File: src/rtl/sync_fifo_param_pkg.sv
// Shared definitions for the parametrised FIFO: read-mode encodings and a
// constant-foldable ceiling log2 used to size pointers and the occupancy count.
package sync_fifo_param_pkg;

    localparam int FIFO_MODE_STD  = 0;
    localparam int FIFO_MODE_FWFT = 1;

    function automatic int clog2(input int value);
        int result;
        int v;
        result = 0;
        v      = value - 1;
        while (v > 0) begin
            result++;
            v = v >> 1;
        end
        return result;
    endfunction

endpackage

File: src/rtl/sync_fifo_param_if.sv
// Producer/consumer handshake bundle for sync_fifo_param. The FIFO sits on the
// slave side; whoever drives writes/reads and observes status uses master.
interface sync_fifo_param_if
    import sync_fifo_param_pkg::*;
#(
    parameter int DATA_W = 8,
    parameter int DEPTH  = 64
) ();

    logic                    flush;
    logic                    wr_en;
    logic [DATA_W-1:0]       wr_data;
    logic                    rd_en;
    logic [DATA_W-1:0]       rd_data;
    logic                    rd_valid;
    logic                    full;
    logic                    empty;
    logic                    almost_full;
    logic                    almost_empty;
    logic [clog2(DEPTH):0]   count;
    logic                    overflow;
    logic                    underflow;

    modport master (
        output flush, wr_en, wr_data, rd_en,
        input  rd_data, rd_valid, full, empty, almost_full, almost_empty,
               count, overflow, underflow
    );

    modport slave (
        input  flush, wr_en, wr_data, rd_en,
        output rd_data, rd_valid, full, empty, almost_full, almost_empty,
               count, overflow, underflow
    );

endinterface

File: src/rtl/fifo_ram_2p.sv
// Storage array for the FIFO: synchronous write port, asynchronous read port.
// Contents are deliberately not reset; validity is tracked by the pointers.
module fifo_ram_2p
    import sync_fifo_param_pkg::*;
#(
    parameter int DATA_W = 8,
    parameter int DEPTH  = 64,
    localparam int AW    = clog2(DEPTH)
) (
    input  logic              clk,
    input  logic              wr_en,
    input  logic [AW-1:0]     wr_addr,
    input  logic [DATA_W-1:0] wr_data,
    input  logic [AW-1:0]     rd_addr,
    output logic [DATA_W-1:0] rd_data
);

    logic [DATA_W-1:0] mem [DEPTH];

    // Write port: store on the edge when the top level has accepted a write.
    always_ff @(posedge clk) begin
        if (wr_en) begin
            mem[wr_addr] <= wr_data;
        end
    end

    assign rd_data = mem[rd_addr];

endmodule

File: src/rtl/sync_fifo_param.sv
// Parametrised single-clock FIFO with programmable almost-full/almost-empty
// thresholds, standard or first-word-fall-through read, synchronous flush and
// sticky overflow/underflow. All status flags decode from the registered count,
// so they update the cycle after the edge that accepted the operation.
module sync_fifo_param
    import sync_fifo_param_pkg::*;
#(
    parameter int DATA_W    = 8,
    parameter int DEPTH     = 64,
    parameter int AF_THRESH = DEPTH - 4,
    parameter int AE_THRESH = 4,
    parameter int FWFT      = FIFO_MODE_STD
) (
    input  logic               clk,
    input  logic               rst,
    sync_fifo_param_if.slave   bus
);

    localparam int AW = clog2(DEPTH);
    localparam int CW = AW + 1;

    localparam logic [CW-1:0] FULL_CNT = CW'(DEPTH);
    localparam logic [CW-1:0] AF_CNT   = CW'(AF_THRESH);
    localparam logic [CW-1:0] AE_CNT   = CW'(AE_THRESH);
    localparam logic [CW-1:0] CNT_ONE  = CW'(1);
    localparam logic [AW-1:0] PTR_ONE  = AW'(1);

    logic [AW-1:0]     wr_ptr;
    logic [AW-1:0]     rd_ptr;
    logic [CW-1:0]     count_q;
    logic              overflow_q;
    logic              underflow_q;
    logic              full_w;
    logic              empty_w;
    logic              wr_acc;
    logic              rd_acc;
    logic [DATA_W-1:0] ram_rd_data;

    assign full_w  = (count_q == FULL_CNT);
    assign empty_w = (count_q == '0);

    // flush discards same-cycle requests, so it gates acceptance outright.
    assign wr_acc = bus.wr_en && !full_w  && !bus.flush;
    assign rd_acc = bus.rd_en && !empty_w && !bus.flush;

    fifo_ram_2p #(
        .DATA_W (DATA_W),
        .DEPTH  (DEPTH)
    ) u_ram (
        .clk     (clk),
        .wr_en   (wr_acc),
        .wr_addr (wr_ptr),
        .wr_data (bus.wr_data),
        .rd_addr (rd_ptr),
        .rd_data (ram_rd_data)
    );

    // Pointers wrap naturally at DEPTH; count tracks net accepted ops.
    always_ff @(posedge clk or posedge rst) begin
        if (rst) begin
            wr_ptr  <= '0;
            rd_ptr  <= '0;
            count_q <= '0;
        end else if (bus.flush) begin
            wr_ptr  <= '0;
            rd_ptr  <= '0;
            count_q <= '0;
        end else begin
            if (wr_acc) wr_ptr <= wr_ptr + PTR_ONE;
            if (rd_acc) rd_ptr <= rd_ptr + PTR_ONE;
            case ({wr_acc, rd_acc})
                2'b10:   count_q <= count_q + CNT_ONE;
                2'b01:   count_q <= count_q - CNT_ONE;
                default: count_q <= count_q;
            endcase
        end
    end

    // Sticky error flags; a request coinciding with flush is not flagged.
    always_ff @(posedge clk or posedge rst) begin
        if (rst) begin
            overflow_q  <= 1'b0;
            underflow_q <= 1'b0;
        end else if (bus.flush) begin
            overflow_q  <= 1'b0;
            underflow_q <= 1'b0;
        end else begin
            if (bus.wr_en && full_w)  overflow_q  <= 1'b1;
            if (bus.rd_en && empty_w) underflow_q <= 1'b1;
        end
    end

    generate
        if (FWFT == FIFO_MODE_FWFT) begin : g_fwft
            // Head entry is always presented; valid whenever anything is stored.
            assign bus.rd_data  = ram_rd_data;
            assign bus.rd_valid = !empty_w;
        end else begin : g_std
            logic [DATA_W-1:0] rd_data_q;
            logic              rd_valid_q;

            // Registered read: capture the head on an accepted read, pulse valid once.
            always_ff @(posedge clk or posedge rst) begin
                if (rst) begin
                    rd_data_q  <= '0;
                    rd_valid_q <= 1'b0;
                end else if (bus.flush) begin
                    rd_valid_q <= 1'b0;
                end else begin
                    rd_valid_q <= rd_acc;
                    if (rd_acc) rd_data_q <= ram_rd_data;
                end
            end

            assign bus.rd_data  = rd_data_q;
            assign bus.rd_valid = rd_valid_q;
        end
    endgenerate

    assign bus.full         = full_w;
    assign bus.empty        = empty_w;
    assign bus.almost_full  = (count_q >= AF_CNT);
    assign bus.almost_empty = (count_q <= AE_CNT);
    assign bus.count        = count_q;
    assign bus.overflow     = overflow_q;
    assign bus.underflow    = underflow_q;

endmodule

File: src/flat_wrapper.sv
// flat-port wrapper written by rule: the top's interface ports become plain ports
module sync_fifo_param_flat import sync_fifo_param_pkg::*;
#(
    parameter int DATA_W    = 8,
    parameter int DEPTH     = 64,
    parameter int AF_THRESH = DEPTH - 4,
    parameter int AE_THRESH = 4,
    parameter int FWFT      = FIFO_MODE_STD
)
  (clk, rst, bus_flush, bus_wr_en, bus_wr_data, bus_rd_en, bus_rd_data, bus_rd_valid, bus_full, bus_empty, bus_almost_full, bus_almost_empty, bus_count, bus_overflow, bus_underflow);
  sync_fifo_param_if #(.DATA_W(DATA_W), .DEPTH(DEPTH)) bus_i ();
  input  logic clk;
  input  logic rst;
  input wire logic [$bits(bus_i.flush)-1:0] bus_flush;
  input wire logic [$bits(bus_i.wr_en)-1:0] bus_wr_en;
  input wire logic [$bits(bus_i.wr_data)-1:0] bus_wr_data;
  input wire logic [$bits(bus_i.rd_en)-1:0] bus_rd_en;
  output wire logic [$bits(bus_i.rd_data)-1:0] bus_rd_data;
  output wire logic [$bits(bus_i.rd_valid)-1:0] bus_rd_valid;
  output wire logic [$bits(bus_i.full)-1:0] bus_full;
  output wire logic [$bits(bus_i.empty)-1:0] bus_empty;
  output wire logic [$bits(bus_i.almost_full)-1:0] bus_almost_full;
  output wire logic [$bits(bus_i.almost_empty)-1:0] bus_almost_empty;
  output wire logic [$bits(bus_i.count)-1:0] bus_count;
  output wire logic [$bits(bus_i.overflow)-1:0] bus_overflow;
  output wire logic [$bits(bus_i.underflow)-1:0] bus_underflow;
  assign bus_i.flush = bus_flush;
  assign bus_i.wr_en = bus_wr_en;
  assign bus_i.wr_data = bus_wr_data;
  assign bus_i.rd_en = bus_rd_en;
  assign bus_rd_data = bus_i.rd_data;
  assign bus_rd_valid = bus_i.rd_valid;
  assign bus_full = bus_i.full;
  assign bus_empty = bus_i.empty;
  assign bus_almost_full = bus_i.almost_full;
  assign bus_almost_empty = bus_i.almost_empty;
  assign bus_count = bus_i.count;
  assign bus_overflow = bus_i.overflow;
  assign bus_underflow = bus_i.underflow;
  sync_fifo_param #(.DATA_W(DATA_W), .DEPTH(DEPTH), .AF_THRESH(AF_THRESH), .AE_THRESH(AE_THRESH), .FWFT(FWFT)) u_core (.clk(clk), .rst(rst), .bus(bus_i));
endmodule
File: config.mk
export PLATFORM = sky130hd
export DESIGN_NAME = sync_fifo_param_flat
export DESIGN_NICKNAME = d
export VERILOG_FILES = /design/src/rtl/sync_fifo_param_pkg.sv /design/src/rtl/sync_fifo_param_if.sv /design/src/rtl/fifo_ram_2p.sv /design/src/rtl/sync_fifo_param.sv /design/src/flat_wrapper.sv
export SDC_FILE = /design/constraint.sdc
export NUM_CORES = 1
export LEC_CHECK = 0
export BUFFER_PORTS_ARGS = -buffer_cell sky130_fd_sc_hd__buf_4
export CORE_MARGIN = 4
export CORE_UTILIZATION = 48
export CTS_BUF_LIST = sky130_fd_sc_hd__clkbuf_8
export DETAILED_ROUTE_END_ITERATION = 16
export GPL_ROUTABILITY_DRIVEN = 0
export RECOVER_POWER = 50
export SLEW_MARGIN = 10
export SYNTH_ARGS = -nofsm -noshare
export SYNTH_HDL_FRONTEND = slang
export SYNTH_SLANG_ARGS = --single-unit
File: constraint.sdc
create_clock -name clk -period 6.05 [get_ports clk]
set_input_delay 1.21 -clock clk [delete_from_list [all_inputs] [get_ports clk]]
set_output_delay 1.21 -clock clk [all_outputs]
set_load 0.01 [all_outputs]
==> qor.csv <==
stage;metric;value;unit
outcome;status;finished with violations;
outcome;violations;max-capacitance violations, max-slew violations;
clocking;clock_sinks;542;
sta;finClkSkew;24.40;ps
place;dpl.hpwl;30390;um
power;power_density;355.5;mW/mm2
sta;hold_viol_final;0;
final_layout;areaGrowthSynthToFinish;10.44;%
clocking;cts_hold_buf;0;
sta;worstMarginPinSlew;3482;ps
clocking;ctsResizeCount;0;
detailed_routing;drt-vias-per-instance;5.892;
die;fp.dieW;220.8;um
setup_path;cp.required;5970;ps
setup_path;worstSetupPathType;input port to flip-flop;
yosys;seq_area_frac_synth;74.16;%
sta;layout_worst_path_cycle_share;62.19;%
yosys;synth_ff_type;edfxtp_1;
place;pre_cts_ws;2231;ps
yosys;synth_enable_flop_cells;512;
sta;fmax;265.8;MHz
power;switching_share;26.56;%
clocking;root_buffer;clkbuf_8;
final_layout;drive_gt1_share;18.12;%
detailed_routing;dr_total_vias;11390;
power;p_seq_share;50.8;%
clocking;cts_max_level;3;
yosys;syn_inst;1225;
place;numPortBuffers;34;
yosys;yosysWarningCount;0;
sta;fin_ws;2288;ps
yosys;avgSynthCellArea;17.75;um2
power;combPwrFrac;15.4;%
final_layout;antenna_cells;0;
yosys;synth_top_area_cell;edfxtp_1;
sta;drv_slew;551;
yosys;syn_nets;1242;
detailed_routing;route.detailed.drc;0;
die;start_util;48.85;%
power;peakVddDrop;0.2240;mV
min_path;holdCritPathClass;flip-flop to flip-flop;
global_route;grt_pass1_vias;11350;
yosys;ys_seq_elements;542;
final_layout;fin_util;53.95;%
yosys;async_reset_ff_share;5.535;%
sta;rsz0062_at_grt;no;
setup_path;critPathMaxStageDelay;2400;ps
setup_path;arrival;3680;ps
die;num_io_pins;35;
detailed_routing;wire_per_inst;26.39;um
yosys;synth-compound-area-share;4.419;%
detailed_routing;ant_nets;0;
die;rows;77;
sta;period_needed;3762;ps
power;switchingPower;0.002267;W
yosys;synthDistinctLibCells;54;
yosys;synthXorXnorAreaFrac;0.4834;%
sta;tns;0;ps
clocking;clockBufferDepth;3;
clocking;cts.clk_slew.worst_paths;60;ps
global_route;grt_pass1_wl;76320;um
run;max-cap-violations;9;
yosys;netlist_top_cells_area;edfxtp_1 71%, mux4_2 6.9%, mux2i_1 3.7%;
setup_path;crit_slowest_cell;clkbuf_1;
yosys;synth.cell_area;0.02174;mm2
power;clkPwrFrac;33.8;%
setup_path;worstPathCellList;clkbuf_1;
final_layout;nets;1299;
global_route;grt_overflow;0;
power;p_leak;7.457;nW
clocking;tritoncts;built;
setup_path;end_kind;flip-flop;
clocking;cts_buffers;84;
setup_path;cp_top_family;buffers and inverters;
clocking;clock_latency;640;ps
setup_path;critPathMaxFanout;64;
sta;setup-violations-final;0;
detailed_routing;wirelength;51010;um
yosys;synth_top_family_by_area;multiplexers;
global_route;grt_util_all_layers;20.86;%
global_route;antenna_found_initial;0;
power;internal-power;0.006270;W
sta;hold-worst-slack;517.3;ps
yosys;synth_simple_gate_area_share;5.927;%
global_route;grt_max_degree;65;
clocking;postCtsSetupBuffers;0;
sta;relSlewSlack;-132.1;%
setup_path;crit_buf_inv;1;
yosys;muxShareOfSynthArea;13.04;%
die;core;0.04451;mm2
detailed_routing;dr.first_iter.drc_count;1258;
detailed_routing;dr.pass1.iters;6;
yosys;synthAdderAreaFrac;0.2302;%
setup_path;cp-start-kind;input port;
die;die_h;220.8;um
yosys;yosysTopAreaCellShare;70.71;%
die;die_area;0.04877;mm2
## area by class of cell
type	instances	area [um2]
inverter	6	22.52
tap	592	740.7
sequential	542	16140
multi-input combinational	602	5241
fill	3550	20500
clock inverter	56	330.3
clock buffer	89	1225
timing repair buffer	46	316.6
## layer usage
metal  share of wire (%)  vias up  routed length (um)  GRT usage, %
li1                    -     5017                   -             -
met1                  45     5834               22990         31.95
met2                  45      467               22990         30.43
met3                 7.8       72                3975         4.466
met4                 2.1        0                1048         6.402
met5                   0        -                   0             0
## cells in the final DEF, fill, tap and decap left out, types with 5 or more instances in the layout
master,synthesis,layout
a211oi_1,27,27
a21oi_1,18,18
a22oi_1,24,24
a31oi_1,18,18
a41oi_1,6,6
and3_1,5,5
buf_4,6,33
clkbuf_1,33,11
clkbuf_8,0,89
clkinv_1,0,18
clkinv_2,0,9
dfrtp_1,30,26
edfxtp_1,512,512
inv_1,6,30
mux2_2,28,28
mux2i_1,80,80
mux4_1,8,8
mux4_2,67,67
nand2_1,29,29
nand3_1,10,10
nand4_1,8,8
nand4b_1,9,9
nor2_1,114,114
nor2b_1,34,34
nor3_1,20,20
nor4_1,10,10
o21ai_0,17,17
o22ai_1,15,15
or3_1,5,5
xnor2_1,6,6
xor2_1,6,6
## worst paths after layout
path                                           end  depth (start not counted)  slack [ps]                 from
max in group asynchronous         u_core.rd_ptr[3]                          3        3630                  rst
min                            u_core.bus.overflow                          2         520  u_core.bus.overflow
max reg2reg                u_core.u_ram.mem[47][5]                          5        2390  u_core.bus.count[3]
min in group asynchronous    u_core.bus.rd_data[7]                          3        1180                  rst
max                        u_core.u_ram.mem[11][4]                          1        2290       bus_wr_data[4]
min reg2reg                    u_core.bus.overflow                          2         520  u_core.bus.overflow
## cells by family after synthesis
| kind of cell | count (synthesis) |
|---|---|
| AND/OR/NAND/NOR | 263 |
| adder cells (fa/ha/maj) | 4 |
| flip-flops | 542 |
| AO/OA/AOI/OAI | 140 |
| XOR/XNOR | 12 |
| multiplexers | 183 |
| buffers and inverters | 81 |
## metrics by stage
stage | total power, W | std cells | cell area, um2
after floorplan | 0.005264 | 1225 | 21740
final | 0.008538 | 1933 | 24010
after global placement | 0.005724 | 1788 | 22510
after detailed placement | 0.005732 | 1788 | 22510
after global routing | 0.008910 | 1933 | 24010
after CTS | 0.008608 | 1933 | 24060
## power groups by stage
stage | Clock (W) | Sequential [W] | Combinational [W]
2_1_floorplan | 0 | 0.00431 | 0.000954
3_3_place_gp | 0 | 0.00440 | 0.00132
3_5_place_dp | 0 | 0.00440 | 0.00133
4_1_cts | 0.00295 | 0.00432 | 0.00133
5_1_grt | 0.00314 | 0.00435 | 0.00142
6_report | 0.00289 | 0.00433 | 0.00132
## state kept, by name, indices dropped and copies added (netlist names)
name / cells
u_core.bus.rd_data: 8
u_core.wr_ptr: 6
u_core.rd_ptr: 6
u_core.bus.rd_valid: 1
u_core.bus.underflow: 1
u_core.bus.overflow: 1
u_core.u_ram.mem: 512
u_core.bus.count: 7
## synth_stat cells (17+ instances only)
| cell type | number |
|---|---|
| mux4_2 | 67 |
| edfxtp_1 | 512 |
| a211oi_1 | 27 |
| clkbuf_1 | 33 |
| nor2_1 | 114 |
| o21ai_0 | 17 |
| mux2i_1 | 80 |
| nor2b_1 | 34 |
| dfrtp_1 | 30 |
| nand2_1 | 29 |
| mux2_2 | 28 |
| a21oi_1 | 18 |
| a22oi_1 | 24 |
| buf_2 | 22 |
| nor3_1 | 20 |
| a31oi_1 | 18 |
## worst register-to-register path: stages (launching register included)
cell      delay, ps
dfrtp_1         520
nor3_1          170
a31oi_1         180
clkbuf_1        560
nand4_1         930
nor2_1          920
Power figures use the tool's default switching activity.
